[config.mk]
export PLATFORM = sky130hd
export DESIGN_NAME = ddc_quad_mixer_flat
export DESIGN_NICKNAME = d
export VERILOG_FILES = /design/src/rtl/ddc_quad_mixer_pkg.sv /design/src/rtl/ddc_quad_mixer_if.sv /design/src/rtl/ddc_round_sat.sv /design/src/rtl/ddc_quad_mixer.sv /design/src/flat_wrapper.sv
export SDC_FILE = /design/constraint.sdc
export NUM_CORES = 2
export LEC_CHECK = 0
export ABC_AREA = 1
export CAP_MARGIN = 40
export CORE_MARGIN = 2
export CORE_UTILIZATION = 65
export DETAILED_ROUTE_END_ITERATION = 6
export PLACE_DENSITY = 0.93
export SLEW_MARGIN = 20
export SYNTH_ARGS = -nofsm -noshare
export SYNTH_HDL_FRONTEND = slang
export SYNTH_HIERARCHICAL = 1
export SYNTH_SLANG_ARGS = --single-unit
[constraint.sdc]
create_clock -name CLK -period 7.5 [get_ports CLK]
set_clock_uncertainty 0.1 [all_clocks]
set_input_delay 0.75 -clock CLK [delete_from_list [all_inputs] [get_ports CLK]]
set_output_delay 0.75 -clock CLK [all_outputs]
set_load 0.005 [all_outputs]
[src/rtl/ddc_quad_mixer_pkg.sv]
// Shared DDC constants: default widths, NCO latency, product width and saturation limits.
package ddc_quad_mixer_pkg;

  localparam int DDC_DATA_WIDTH   = 16;
  localparam int DDC_NCO_WIDTH    = 16;
  localparam int DDC_OUTPUT_WIDTH = 16;
  localparam int DDC_NCO_LATENCY  = 2;

  localparam int DDC_SAT_MAX = 2 ** (DDC_OUTPUT_WIDTH - 1) - 1;
  localparam int DDC_SAT_MIN = -(2 ** (DDC_OUTPUT_WIDTH - 1));

  function automatic int prod_width(input int data_w, input int nco_w);
    return data_w + nco_w;
  endfunction

  localparam int DDC_PROD_WIDTH = prod_width(DDC_DATA_WIDTH, DDC_NCO_WIDTH);

endpackage

[src/rtl/ddc_quad_mixer_if.sv]
// Sample/NCO/IQ bus of the quadrature mixer; slave is the mixer, master is its environment.
interface ddc_quad_mixer_if
  import ddc_quad_mixer_pkg::*;
#(
  parameter int DATA_WIDTH   = DDC_DATA_WIDTH,
  parameter int NCO_WIDTH    = DDC_NCO_WIDTH,
  parameter int OUTPUT_WIDTH = DDC_OUTPUT_WIDTH
);
  logic signed [DATA_WIDTH-1:0]   adcData;
  logic                           adcValid;
  logic                           ncoEnable;
  logic signed [NCO_WIDTH-1:0]    sinIn;
  logic signed [NCO_WIDTH-1:0]    cosIn;
  logic signed [OUTPUT_WIDTH-1:0] iOut;
  logic signed [OUTPUT_WIDTH-1:0] qOut;
  logic                           outValid;

  modport master (
    output adcData, adcValid, sinIn, cosIn,
    input  ncoEnable, iOut, qOut, outValid
  );

  modport slave (
    input  adcData, adcValid, sinIn, cosIn,
    output ncoEnable, iOut, qOut, outValid
  );
endinterface

[src/rtl/ddc_round_sat.sv]
// One mixer rail: stage R shift (rounding when MIXER_ROUND_EN is defined), stage S saturate.
module ddc_round_sat #(
  parameter int PROD_WIDTH   = 32,
  parameter int OUTPUT_WIDTH = 16,
  parameter int BASE_SHIFT   = 15
) (
  input  logic                           CLK,
  input  logic                           nRST,
  input  logic                           ldR_i,
  input  logic                           ldS_i,
  input  logic signed [PROD_WIDTH-1:0]   prod_i,
  input  logic [1:0]                     shSel_i,
  output logic signed [OUTPUT_WIDTH-1:0] value_o,
  output logic                           sat_o
);
  // One extra bit so the rounding offset cannot wrap the largest product.
  localparam int WW = PROD_WIDTH + 1;
  localparam logic signed [WW-1:0] MAX_W = (WW'(1) <<< (OUTPUT_WIDTH - 1)) - WW'(1);
  localparam logic signed [WW-1:0] MIN_W = -(WW'(1) <<< (OUTPUT_WIDTH - 1));

  logic signed [WW-1:0]           scaled_p2_q;
  logic signed [OUTPUT_WIDTH-1:0] value_p3_q;
  logic                           sat_p3_q;

  function automatic logic signed [WW-1:0] round_shift(input logic signed [PROD_WIDTH-1:0] p,
                                                       input logic [1:0] sel);
    int sh;
    logic signed [WW-1:0] w;
    sh = BASE_SHIFT - int'(sel);
    w  = WW'(p);
`ifdef MIXER_ROUND_EN
    w  = w + (WW'(1) <<< (sh - 1));
`endif
    return w >>> sh;
  endfunction

  function automatic logic signed [OUTPUT_WIDTH-1:0] saturate(input logic signed [WW-1:0] w);
    if (w > MAX_W)      return MAX_W[OUTPUT_WIDTH-1:0];
    else if (w < MIN_W) return MIN_W[OUTPUT_WIDTH-1:0];
    else                return w[OUTPUT_WIDTH-1:0];
  endfunction

  function automatic logic is_sat(input logic signed [WW-1:0] w);
    return (w > MAX_W) || (w < MIN_W);
  endfunction

  // Stage R
  always_ff @(posedge CLK) begin
    if (ldR_i) scaled_p2_q <= round_shift(prod_i, shSel_i);
  end

  // Stage S
  always_ff @(posedge CLK or negedge nRST) begin
    if (!nRST) begin
      value_p3_q <= '0;
      sat_p3_q   <= 1'b0;
    end else if (ldS_i) begin
      value_p3_q <= saturate(scaled_p2_q);
      sat_p3_q   <= is_sat(scaled_p2_q);
    end
  end

  assign value_o = value_p3_q;
  assign sat_o   = sat_p3_q;
endmodule

[src/rtl/ddc_quad_mixer.sv]
// Quadrature down-mixer: ADC x NCO cos/(-sin), NCO-latency alignment, scale/round/saturate, sat counter.
// Rounding is selected by the MIXER_ROUND_EN macro (truncation when undefined).
module ddc_quad_mixer
  import ddc_quad_mixer_pkg::*;
#(
  parameter int DATA_WIDTH    = DDC_DATA_WIDTH,
  parameter int NCO_WIDTH     = DDC_NCO_WIDTH,
  parameter int OUTPUT_WIDTH  = DDC_OUTPUT_WIDTH,
  parameter int NCO_LATENCY   = DDC_NCO_LATENCY,
  parameter int SAT_CNT_WIDTH = 16
) (
  input  logic                     CLK,
  input  logic                     nRST,
  ddc_quad_mixer_if.slave          bus,
  input  logic [1:0]               shiftSel,
  input  logic                     satClr,
  output logic [SAT_CNT_WIDTH-1:0] satCount
);
  localparam int PW      = prod_width(DATA_WIDTH, NCO_WIDTH);
  localparam int BASE_SH = PW - 1 - OUTPUT_WIDTH;

  logic [NCO_LATENCY-1:0]       alnVld_q;
  logic signed [DATA_WIDTH-1:0] alnData_q [NCO_LATENCY];
  logic                         vld_p1_q, vld_p2_q, vld_p3_q;
  logic signed [PW-1:0]         prodI_p1_q, prodQ_p1_q;
  logic [1:0]                   sh_p1_q;
  logic signed [OUTPUT_WIDTH-1:0] iVal, qVal;
  logic                         satI, satQ;
  logic [SAT_CNT_WIDTH-1:0]     satCnt_q, satCnt_d;

  // The NCO advances exactly once per accepted sample.
  assign bus.ncoEnable = bus.adcValid;

  always_ff @(posedge CLK or negedge nRST) begin
    if (!nRST) begin
      alnVld_q <= '0;
      vld_p1_q <= 1'b0;
      vld_p2_q <= 1'b0;
      vld_p3_q <= 1'b0;
      satCnt_q <= '0;
    end else begin
      alnVld_q[0] <= bus.adcValid;
      for (int k = 1; k < NCO_LATENCY; k++) alnVld_q[k] <= alnVld_q[k-1];
      vld_p1_q <= alnVld_q[NCO_LATENCY-1];
      vld_p2_q <= vld_p1_q;
      vld_p3_q <= vld_p2_q;
      satCnt_q <= satCnt_d;
    end
  end

  // Align stage
  always_ff @(posedge CLK) begin
    if (bus.adcValid) alnData_q[0] <= bus.adcData;
    for (int k = 1; k < NCO_LATENCY; k++) begin
      if (alnVld_q[k-1]) alnData_q[k] <= alnData_q[k-1];
    end
  end

  // Stage M
  always_ff @(posedge CLK) begin
    if (alnVld_q[NCO_LATENCY-1]) begin
      prodI_p1_q <= PW'(alnData_q[NCO_LATENCY-1]) * PW'(bus.cosIn);
      prodQ_p1_q <= -(PW'(alnData_q[NCO_LATENCY-1]) * PW'(bus.sinIn));
      sh_p1_q    <= shiftSel;
    end
  end

  ddc_round_sat #(.PROD_WIDTH(PW), .OUTPUT_WIDTH(OUTPUT_WIDTH), .BASE_SHIFT(BASE_SH)) u_rail_i (
    .CLK(CLK), .nRST(nRST), .ldR_i(vld_p1_q), .ldS_i(vld_p2_q),
    .prod_i(prodI_p1_q), .shSel_i(sh_p1_q), .value_o(iVal), .sat_o(satI)
  );

  ddc_round_sat #(.PROD_WIDTH(PW), .OUTPUT_WIDTH(OUTPUT_WIDTH), .BASE_SHIFT(BASE_SH)) u_rail_q (
    .CLK(CLK), .nRST(nRST), .ldR_i(vld_p1_q), .ldS_i(vld_p2_q),
    .prod_i(prodQ_p1_q), .shSel_i(sh_p1_q), .value_o(qVal), .sat_o(satQ)
  );

  // Clear wins over a coincident hit; the count sticks at all-ones.
  always_comb begin
    satCnt_d = satCnt_q;
    if (satClr)
      satCnt_d = '0;
    else if (vld_p3_q && (satI || satQ) && (satCnt_q != '1))
      satCnt_d = satCnt_q + SAT_CNT_WIDTH'(1);
  end

  assign bus.iOut     = iVal;
  assign bus.qOut     = qVal;
  assign bus.outValid = vld_p3_q;
  assign satCount     = satCnt_q;
endmodule

[src/flat_wrapper.sv]
// flat-port wrapper written by rule: the top's interface ports become plain ports
module ddc_quad_mixer_flat import ddc_quad_mixer_pkg::*;
#(
  parameter int DATA_WIDTH    = DDC_DATA_WIDTH,
  parameter int NCO_WIDTH     = DDC_NCO_WIDTH,
  parameter int OUTPUT_WIDTH  = DDC_OUTPUT_WIDTH,
  parameter int NCO_LATENCY   = DDC_NCO_LATENCY,
  parameter int SAT_CNT_WIDTH = 16
)
  (CLK, nRST, shiftSel, satClr, satCount, bus_adcData, bus_adcValid, bus_sinIn, bus_cosIn, bus_ncoEnable, bus_iOut, bus_qOut, bus_outValid);
  ddc_quad_mixer_if #(.DATA_WIDTH(DATA_WIDTH), .NCO_WIDTH(NCO_WIDTH), .OUTPUT_WIDTH(OUTPUT_WIDTH)) bus_i ();
  input  logic CLK;
  input  logic nRST;
  input  logic [1:0] shiftSel;
  input  logic satClr;
  output logic [SAT_CNT_WIDTH-1:0] satCount;
  input wire logic [$bits(bus_i.adcData)-1:0] bus_adcData;
  input wire logic [$bits(bus_i.adcValid)-1:0] bus_adcValid;
  input wire logic [$bits(bus_i.sinIn)-1:0] bus_sinIn;
  input wire logic [$bits(bus_i.cosIn)-1:0] bus_cosIn;
  output wire logic [$bits(bus_i.ncoEnable)-1:0] bus_ncoEnable;
  output wire logic [$bits(bus_i.iOut)-1:0] bus_iOut;
  output wire logic [$bits(bus_i.qOut)-1:0] bus_qOut;
  output wire logic [$bits(bus_i.outValid)-1:0] bus_outValid;
  assign bus_i.adcData = bus_adcData;
  assign bus_i.adcValid = bus_adcValid;
  assign bus_i.sinIn = bus_sinIn;
  assign bus_i.cosIn = bus_cosIn;
  assign bus_ncoEnable = bus_i.ncoEnable;
  assign bus_iOut = bus_i.iOut;
  assign bus_qOut = bus_i.qOut;
  assign bus_outValid = bus_i.outValid;
  ddc_quad_mixer #(.DATA_WIDTH(DATA_WIDTH), .NCO_WIDTH(NCO_WIDTH), .OUTPUT_WIDTH(OUTPUT_WIDTH), .NCO_LATENCY(NCO_LATENCY), .SAT_CNT_WIDTH(SAT_CNT_WIDTH)) u_core (.CLK(CLK), .nRST(nRST), .bus(bus_i), .shiftSel(shiftSel), .satClr(satClr), .satCount(satCount));
endmodule
==> out/metrics.csv <==
stage;metric;value;unit
status;status;complete, but fails checks;
status;violated checks;design-rule violations;
worst_setup_path;R2R cell count;22;
timing;Final Hold Viols;0;
timing;RSZ-0062 raised after global routing;no;
global_routing;met3 global-route usage;0.0678;
layout;fillers;3071;
layout;FF+latch area;4800;um2
cts;CTS Root Cell;clkbuf_16;
place;hpwl dp;57000;um
cts;Skew-Pair Late Insertion Delay;0.51;ns
logic_synthesis;syn_area_per_cell;8.08;um2
logic_synthesis;Synth warnings;6;
logic_synthesis;Mapped Nets;4289;
timing;Tmin final;6.89;ns
die;Ports;104;
layout;Layout Nets;4331;
timing;fmax;145;MHz
layout;antenna fix cells;0;
routing;Routed WL per cell;17.0;um
timing;period utilisation layout;0.918;
cts;Post-CTS Setup Inserts;0;
worst_setup_path;worst-path maximum fanout;17;
layout;Layout area overhead;8.06;%
cts;Reg clk slew, reported paths;0.08;ns
place;gpl congestion;0.934;
worst_setup_path;Critical Path AT;7.03;ns
global_routing;initial antenna violation count;2;
cts;CTS tree;done;
die;initial core utilization;0.661;
die;# rows;76;
run;Max Cap Violations;0;
routing;Vias;22792;
logic_synthesis;Mapped Cells;3531;
cts;clk buf depth;2;
routing;Via density;5.46;
logic_synthesis;Synth Cell Area;28500;um2
global_routing;largest net degree at the start of global routing;75;
layout;layout cells sized above 1;0.0379;
routing;ANT nets after route;0;
worst_setup_path;critical path endpoint category;flip-flop;
die;Die Y;214;um
global_routing;grt met2 use;0.550;
cts;cts repair resizes;0;
cts;CTS Buf Count;17;
global_routing;GR Util All Layers;0.333;
global_routing;GRT met1 Usage;0.419;
die;core footprint;43200;um2
routing;DR pass1 iterations;7;
global_routing;grt total ovfl;0;
timing;Final Setup Violations;0;
timing;worst slew pin tran;0.814;ns
die;die area;45600;um2
min_path;Hold WC Path Type;in2async;
timing;pins over their slew limit;0;
routing;DRT iter0 DRCs;2360;
worst_setup_path;Critical Path Start Type;flip-flop;
global_routing;Top Usage Layer GRT;met2;
timing;slew margin rel.;0.455;
layout;Core Util, Final;0.714;
layout;area of the multi-input gates;19400;um2
die;Die X;214;um
global_routing;vias in the first global route;24518;
timing;Fin Setup TNS;0;ns
cts;Hold Buf Count CTS;0;
global_routing;first-pass GRT wire length;118000;um
cts;# clock sinks;169;
worst_setup_path;Data required, critical path;7.64;ns
worst_setup_path;Crit Path Class;reg2reg;
routing;final WL;70700;um
routing;DR DRC count;1;
place;IO Port Bufs;103;
cts;H-tree depth;4;
state kept, by name, summed over array words and instances, names as in the netlist, 2 cells and up:
name                         cells
u_core/alnData_q                32
u_core/satCount                 16
u_core/alnVld_q                  2
u_core/prodI_p1_q               20
u_core/prodQ_p1_q               20
u_core/u_rail_i/scaled_p2_q     20
u_core/sh_p1_q                   2
u_core/u_rail_q/value_o         16
u_core/u_rail_q/scaled_p2_q     20
u_core/u_rail_i/value_o         16
cell usage in the layout (no fill, tap or decap), types with 3 or more instances in the layout:
master and count:
fa_1 520, o21ai_0 75, or2_2 8, nor3_1 16, clkbuf_16 17, a21oi_2 15
o31ai_1 4, o21a_1 3, a21oi_1 86, nand2_2 4, nand3_1 90, inv_8 5
ha_1 184, clkdlybuf4s50_1 102, dfrtp_1 54, buf_16 5, nor2_1 155, o21bai_1 12
inv_6 3, xor2_1 25, edfxtp_1 114, nand2_1 956, o21ai_1 14, clkinv_8 3
mux2i_1 6, nor3_2 4, nand4_1 31, inv_2 6, xnor2_1 6, inv_1 984
buf_4 46
metrics by stage:
step	hold slack [ns]	instances	setup slack, ns	cell area [um2]
after floorplan	0.264	3531	1.07	28500
after global routing	0.0238	4171	0.338	30800
after global placement	0.300	4131	0.524	30100
final	0.0305	4171	0.615	30800
after CTS	0.293	4169	0.732	30800
after detailed placement	0.305	4137	0.322	30200
cell type report:
type                            count  share of cell area
Clock buffer                       17              0.0138
Clock inverter                     15             0.00548
Inverter                          993               0.121
Multi-Input combinational cell   2234               0.629
Sequential cell                   169               0.156
Tap cell                          585              0.0237
Timing Repair Buffer              158              0.0509
worst max-delay path, stage by stage (launching register included):
cell	delay [ns]
edfxtp_1	0.84
buf_4	0.37
nand2_1	0.19
fa_1	0.64
inv_1	0.11
fa_1	0.63
inv_1	0.24
fa_1	0.57
inv_1	0.08
fa_1	0.56
inv_1	0.06
fa_1	0.47
inv_1	0.05
fa_1	0.47
inv_1	0.04
ha_1	0.36
nand2_1	0.12
nor2_1	0.16
nand2_1	0.10
nor4_1	0.18
nand2_1	0.12
nand3_1	0.10
nand2_1	0.06
worst paths after layout:
kind                                                          end  slack [ns]                         startpoint
hold reg to reg                 u_core/alnData_q[0][29]$_DFFE_PP_        0.32  u_core/alnData_q[0][13]$_DFFE_PP_
hold / removal             u_core/u_rail_i/value_o[9]$_DFFE_PN0P_        0.03                               nRST
setup reg to reg                  u_core/prodQ_p1_q[29]$_DFFE_PP_        0.61  u_core/alnData_q[0][31]$_DFFE_PP_
max in group asynchronous            u_core/alnVld_q[1]$_DFF_PN0_        6.77                               nRST
setup / recovery                  u_core/prodQ_p1_q[29]$_DFFE_PP_        0.61  u_core/alnData_q[0][31]$_DFFE_PP_
min in group CLK                u_core/alnData_q[0][29]$_DFFE_PP_        0.32  u_core/alnData_q[0][13]$_DFFE_PP_
routing by layer:
layer,up-vias,part of all wire,routed length [um]
li1,10329,-,-
met1,10858,0.38,26600
met2,1283,0.48,33900
met3,318,0.095,6720
met4,4,0.049,3470
met5,-,0.00035,25
Power is left out: the tool's default activity adds up to more than one toggle a clock period on the data nets, which glitch-free logic cannot reach.
